File: src/rtl/cuppa_wvb_hdr_fifo.sv
// Packs per-trigger header fields plus a running event number into one word and queues it in a FWFT FIFO.
// Latency 1 cycle push-to-head; pushes into a full FIFO without a same-cycle pop are dropped and counted.
module cuppa_wvb_hdr_fifo #(
  parameter int LTC_W      = 48,
  parameter int ADDR_W     = 15,
  parameter int TRIG_W     = 2,
  parameter int PRE_CONF_W = 6,
  parameter int EVT_CNT_W  = 16,
  parameter int DEPTH_LOG2 = 4,
  parameter int DROP_CNT_W = 8,
  localparam int HDR_W     = LTC_W + 2*ADDR_W + TRIG_W + 1 + PRE_CONF_W + EVT_CNT_W
) (
  input  logic                  clk,
  input  logic                  rst_n,
  input  logic                  hdr_wr,
  input  logic [LTC_W-1:0]      evt_ltc,
  input  logic [ADDR_W-1:0]     start_addr,
  input  logic [ADDR_W-1:0]     stop_addr,
  input  logic [TRIG_W-1:0]     trig_src,
  input  logic                  cnst_run,
  input  logic [PRE_CONF_W-1:0] pre_conf,
  input  logic                  hdr_rd,
  input  logic                  flush,
  input  logic                  ovfl_clr,
  output logic [HDR_W-1:0]      hdr_bundle,
  output logic                  hdr_valid,
  output logic [DEPTH_LOG2:0]   n_hdrs,
  output logic                  full,
  output logic                  overflow,
  output logic [DROP_CNT_W-1:0] drop_cnt
);

  localparam int DEPTH = 1 << DEPTH_LOG2;
  localparam logic [DEPTH_LOG2-1:0] PTR_ONE  = 1;
  localparam logic [DEPTH_LOG2:0]   CNT_ONE  = 1;
  localparam logic [DEPTH_LOG2:0]   CNT_FULL = (DEPTH_LOG2+1)'(DEPTH);
  localparam logic [EVT_CNT_W-1:0]  EVT_ONE  = 1;
  localparam logic [DROP_CNT_W-1:0] DROP_ONE = 1;
  localparam logic [DROP_CNT_W-1:0] DROP_MAX = '1;

  logic [HDR_W-1:0]      mem [DEPTH];
  logic [DEPTH_LOG2-1:0] wr_ptr, rd_ptr, rd_ptr_nxt;
  logic [DEPTH_LOG2:0]   cnt_nxt;
  logic [EVT_CNT_W-1:0]  evt_cnt;
  logic [HDR_W-1:0]      wdat, head_nxt;
  logic                  pop, push, drop;

  assign wdat = {evt_cnt, pre_conf, cnst_run, trig_src, stop_addr, start_addr, evt_ltc};
  assign pop  = hdr_rd && hdr_valid && !flush;
  assign push = hdr_wr && !flush && (!full || pop);
  assign drop = hdr_wr && !flush && full && !pop;

  always_comb begin
    cnt_nxt    = n_hdrs;
    rd_ptr_nxt = rd_ptr;
    if (push && !pop) cnt_nxt = n_hdrs + CNT_ONE;
    if (pop && !push) cnt_nxt = n_hdrs - CNT_ONE;
    if (pop) rd_ptr_nxt = rd_ptr + PTR_ONE;
    // When the FIFO drains to empty this cycle the pushed word is the next head; bypass the array.
    if (push && (n_hdrs == '0 || (n_hdrs == CNT_ONE && pop)))
      head_nxt = wdat;
    else
      head_nxt = mem[rd_ptr_nxt];
  end

  always_ff @(posedge clk) begin
    if (push) mem[wr_ptr] <= wdat;
  end

  always_ff @(posedge clk or negedge rst_n) begin
    if (!rst_n) begin
      wr_ptr     <= '0;
      rd_ptr     <= '0;
      n_hdrs     <= '0;
      hdr_valid  <= 1'b0;
      full       <= 1'b0;
      hdr_bundle <= '0;
      evt_cnt    <= '0;
    end else if (flush) begin
      wr_ptr    <= '0;
      rd_ptr    <= '0;
      n_hdrs    <= '0;
      hdr_valid <= 1'b0;
      full      <= 1'b0;
    end else begin
      if (push) begin
        wr_ptr  <= wr_ptr + PTR_ONE;
        evt_cnt <= evt_cnt + EVT_ONE;
      end
      rd_ptr     <= rd_ptr_nxt;
      n_hdrs     <= cnt_nxt;
      hdr_valid  <= cnt_nxt != '0;
      full       <= cnt_nxt == CNT_FULL;
      hdr_bundle <= head_nxt;
    end
  end

  always_ff @(posedge clk or negedge rst_n) begin
    if (!rst_n) begin
      overflow <= 1'b0;
      drop_cnt <= '0;
    end else if (drop) begin
      overflow <= 1'b1;
      if (ovfl_clr)              drop_cnt <= DROP_ONE;
      else if (drop_cnt != DROP_MAX) drop_cnt <= drop_cnt + DROP_ONE;
    end else if (ovfl_clr) begin
      overflow <= 1'b0;
      drop_cnt <= '0;
    end
  end

endmodule

File: config.mk
export PLATFORM = sky130hd
export DESIGN_NAME = cuppa_wvb_hdr_fifo
export DESIGN_NICKNAME = d
export VERILOG_FILES = /design/src/rtl/cuppa_wvb_hdr_fifo.sv
export SDC_FILE = /design/constraint.sdc
export NUM_CORES = 2
export LEC_CHECK = 0
export ABC_AREA = 1
export BUFFER_PORTS_ARGS = -buffer_cell sky130_fd_sc_hd__buf_2
export CELL_PAD_IN_SITES_DETAIL_PLACEMENT = 1
export CELL_PAD_IN_SITES_GLOBAL_PLACEMENT = 1
export CORE_ASPECT_RATIO = 1.1
export CORE_MARGIN = 4
export CORE_UTILIZATION = 30
export CTS_CLUSTER_DIAMETER = 100
export DETAILED_ROUTE_END_ITERATION = 16
export PLACE_DENSITY_LB_ADDON = 0.1
export REMOVE_ABC_BUFFERS = 1
export SYNTH_ARGS = -nofsm -noshare
export SYNTH_HDL_FRONTEND = slang
export SYNTH_SLANG_ARGS = --single-unit
File: constraint.sdc
create_clock -name clk -period 13.95 [get_ports clk]
set_input_delay 2.79 -clock clk [delete_from_list [all_inputs] [get_ports clk]]
set_output_delay 2.79 -clock clk [all_outputs]
set_load 0.01 [all_outputs]
==> Word level (Yosys, flattened, before mapping) <==
Memories as Yosys holds them, arrays and structs flattened.
Cells that the tools add are included.
{ "word_totals": {"register_bits": 143, "memories": 1, "wordCells": 61, "in_bits": 93, "ramBits": 1648} }
{ "classes": {"n_bitwise": 1, "n_addsub": 6, "mux": 18, "n_eq_ne": 3, "reduce_logical": 23} }
{ "mem_list": {"columns": ["memory", "words", "word_bits", "rd", "rd_clocked_by_memory_dff", "wr", "line", "source"], "rows": [
  ["mem", 16, 103, 1, 0, 1, "41", "logic [HDR_W-1:0] mem [DEPTH];"]
]} }
{ "ops": {"columns": ["op", "count"], "rows": [
  ["$mux 103", 1],
  ["$mux 8", 4],
  ["$add 16x1->16 const B", 1],
  ["$mux 4", 4],
  ["$mux 5", 3],
  ["$logic_and 1x1->1", 10],
  ["$add 4x1->4 const B", 2],
  ["$add 8x1->8 const B", 1],
  ["$ne 8x8->1 const B", 1],
  ["$mux 1", 6],
  ["$reduce_bool 2->1", 3],
  ["$add 5x1->5 const B", 1],
  ["$eq 5x1->1 const B", 1],
  ["$eq 5x5->1 const B", 1],
  ["$logic_not 5->1", 1],
  ["$reduce_bool 5->1", 1],
  ["$sub 5x1->5 const B", 1],
  ["$logic_not 1->1", 4],
  ["$reduce_and 2->1", 2],
  ["$logic_or 1x1->1", 2],
  ["$not 1->1", 1]
]} }

==> Logic depth before layout (Yosys ltp) <==
{ "depth": {"word_depth": 9, "mapped_depth": 15, "depth_no_buf": 13} }

==> Worst setup path after synthesis <==
No wires, ideal clock.
{ "synth_path": {"path_type": "input-to-reg", "start": "in flush", "end": "mem mem[11][0] (netlist name) (enable)", "arrival_ps": 8103, "setup_slack_ps": 5280, "setup_time_ps": 566, "required_ps": 13384, "stages": 7, "cell_sequence": "inv_2 buf_2 nand2_1 a21oi_1 clkbuf_1 nand2_1 nor2_1"} }
{ "synth_between": {"elab_chain_cells": 6, "elab_cells_between_ends": 7, "cone_classes": "2 x mux; 5 x reduce/logical"} }
{ "synth_lines": {"columns": ["item", "line", "source"], "rows": [
  ["start, declared", "23", "input logic flush,"],
  ["$logic_not 1->1 (*)", "49, 50", null],
  ["$logic_and 1x1->1", "49", "assign pop = hdr_rd && hdr_valid && !flush;"],
  ["$logic_or 1x1->1", "50", "assign push = hdr_wr && !flush && (!full || pop);"],
  ["$logic_and 1x1->1 (*)", "50", null],
  ["$mux 1 (*)", "67", "if (push) mem[wr_ptr] <= wdat;"],
  ["$mux 1 (not written as such) (*)", "67", null],
  ["end, declared", "41", null]
]} }
Every way passes the cells marked *; elsewhere a longest branch is shown, timed or not.

==> Worst setup path after layout <==
{ "layout_path": {"start": "in flush", "end": "reg hdr_bundle[84]"} }
{ "layout_between": {"elab_chain_cells": 6, "elab_cells_between_ends": 11, "cone_classes": "2 x mux; 8 x reduce/logical; 1 x memory"} }
{ "layout_lines": {"columns": ["item", "line", "source"], "rows": [
  ["branches (longest 6 deep; another with $mem_v2 16x103)", null, null],
  ["end signal, assigned", "94", "hdr_bundle <= head_nxt;"],
  ["end, declared", "25", "output logic [HDR_W-1:0] hdr_bundle,"]
]} }
Several ways; the timed one is not identified.
A chain may end at the register's enable or synchronous reset.

==> metrics.txt <==
outcome=complete, no violations; remaining global-route overflow=0; first-pass GRT wire length=370800 um; R2R setup slack=8970 ps; CTS tree=done; CP top delay family=buffers and inverters; Mapped Cells=7153; DRT antenna net count=0; gpl congestion=0.7185; FF-to-FF path depth=13; crit path cell chain=buf_8 > inv_2 > nand3_2 > nand2_4 > nand2_8 > buf_4 > buf_4 > buf_4 > nand2_1 > nand3_1 > nand3_1 > nand3_1 > nand3_1 > nand2_1 > nand2_1; YS warnings=0; Worst setup EP type=flip-flop; hold_sp=hdr_bundle[61]; fin cells=10770; hold slack=470.6 ps; TritonCTS Buffers=214; CTS sink cnt=1791; Crit Path Max Fanout=77; initial antenna violation count=31; RSZ-0062 raised after global routing=no; Total GRT Usage=19.06%; post-route minimum period=6893 ps; LEAKAGE=35.42 nW; Cell Area, Synth=76050 um^2; Final Power=0.01311 W; setup bufs post-CTS=0; final hold viol count=0; post-DR wirelength/cell=23.40 um; vias per inst=4.808; Worst Setup SP=flush; DR pass1 iterations=5; clock transition at the registers of the reported paths=60 ps; most frequent cells in the layout=2347 x nand2_1, 1648 x edfxtp_1, 1176 x nand3_1; Die Span X=488.1 um; drt initial violations=3105; die area=261600 um^2; Post-route DRC=0; layout cells sized above 1=8.557%; hold_buf cts=0; CP max stage delay=840 ps; Synth Area per Inst=10.63 um^2; Clock Latency Late Sink=860 ps; Slew Viols, Final=0; WS Path Type=in2reg; post-placement cell count=10370; P per Cell Area=149.7 nW/um^2; largest net degree at the start of global routing=199; H-tree depth=4; vias in the first global route=53770; WHS Endpoint=hdr_bundle[61]; sequential share of the synthesized area=69.78%; CTS Root Cell=clkbuf_16; Die Ht=536.1 um; most common cell after layout, fill and taps aside=nand2_1; Crit path top cell by count=nand3_1; total wire length=252000 um; clk_skew=34.78 ps; Core ar.=251900 um^2; Critical Path AT=7620 ps; maximum root-to-sink buffer count=4; Max Cap Viol=0; reg2reg start=hdr_valid; min-delay worst type=reg2reg; worst reg2reg endpoint=hdr_bundle[84]; HPWL Detailed=119700 um; Hold Crit Depth=2; distinct cell type count after synthesis=29; max_slew headroom=15.69%; Seq cells post-synth=1791; Tcrit/Tclk final=49.41%; Critical path buffers and inverters=5; final setup fails=0; I/O pin cnt=212; synth-to-layout area growth=15.19%; # resized after CTS=0; Vias=51780; Port-buffer cells=211; cell row count=193; initial core utilization=30.19%; VDD IR max=0.09007 mV; Nets=7373; CP required=14680 ps; Slew @ Worst Pin=1265 ps; Crit-path slowest cell=buf_4; Max Fclk=145.1 MHz; Critical Path Source Type=primary input
==> synth_stat cells (all sizes together) <==
cell,n,share of area [%]
o211ai,97,0.96
edfxtp,1648,65
xor2,22,0.26
clkbuf,199,0.98
nor2,226,1.1
nor3,1,0.0066
o21ai,15,0.10
xnor2,2,0.023
nand2,2349,12
inv,883,4.4
o21a,3,0.030
dfrtp,143,4.7
nand3,1177,7.8
clkinv,1,0.0049
buf,202,1.2
nand3b,133,1.3
o21bai,1,0.0099
a21o,1,0.0099
ha,11,0.18
o22ai,1,0.0082
nand4,6,0.049
a21oi,32,0.21
==> layer usage <==
layer  part of all wire (%)  track usage [%]  vias up
met3                    3.6            2.614      328
met2                     48            32.14      838
met4                    1.9            3.955        8
met1                     47            26.24    26650
met5                  0.020                0        -
li1                       -                -    23960
==> through the flow <==
stage | setup slack (ps) | cell area [um^2] | util [%] | TNS (ps)
after global routing | 6644 | 87580 | 34.77 | 0
after global placement | 6198 | 80650 | 32.02 | 0
after CTS | 7041 | 87580 | 34.77 | 0
after floorplan | -13790 | 74360 | - | -1357690
final | 7057 | 87600 | 34.78 | 0
after detailed placement | 6120 | 80650 | 32.02 | 0
==> final cells by class <==
type / instances / area (um^2)
diodes: 10 / 25.02
clock buffers: 311 / 6173
repair buffers: 301 / 1939
multi-input cells: 4077 / 18160
inverters: 884 / 3341
fillers: 27520 / 164300
clock inverters: 80 / 747.0
flip-flops and latches: 1791 / 53070
well taps: 3315 / 4148
==> report_power, final <==
group | internal (W) | total, W | switching [W]
logic | 0.000377 | 0.00136 | 0.000985
clock network | 0.00331 | 0.00556 | 0.00226
registers | 0.00604 | 0.00619 | 0.000149
total | 0.00972 | 0.0131 | 0.00339
==> tightest hold or removal path: cells and delay by family (launching register included) <==
family,cells,cell delay [ps]
flip-flops,1,340
AND/OR/NAND/NOR,2,100
==> registers in the layout, summed over array words and instances (netlist names), 4 cells and up <==
signal and cells:
wr_ptr 4, evt_cnt 16, hdr_bundle 103, rd_ptr 4, n_hdrs 5, mem 1648, drop_cnt 8
==> cells by family after synthesis <==
kind of cell | count (synthesis) | share of synthesized area [%]
and+or+nand+nor | 3892 | 21.83
adders and majority gates | 11 | 0.1810
xor gates and xnor gates | 24 | 0.2863
AOI/OAI and AO/OA | 150 | 1.329
buffers and inverters | 1285 | 6.589
DFF | 1791 | 69.78
==> how the worst max path moves through the flow <==
stage / to / slack [ps] / cells past startpoint
6_report: hdr_bundle[84] / 7060 / 15
5_1_grt: hdr_bundle[84] / 6640 / 16
4_1_cts: hdr_bundle[84] / 7040 / 15
3_5_place_dp: hdr_bundle[84] / 6120 / 15
3_3_place_gp: hdr_bundle[10] / 6200 / 15
2_1_floorplan: hdr_bundle[0] / -13790 / 11
(Power assumes the default switching activity.)
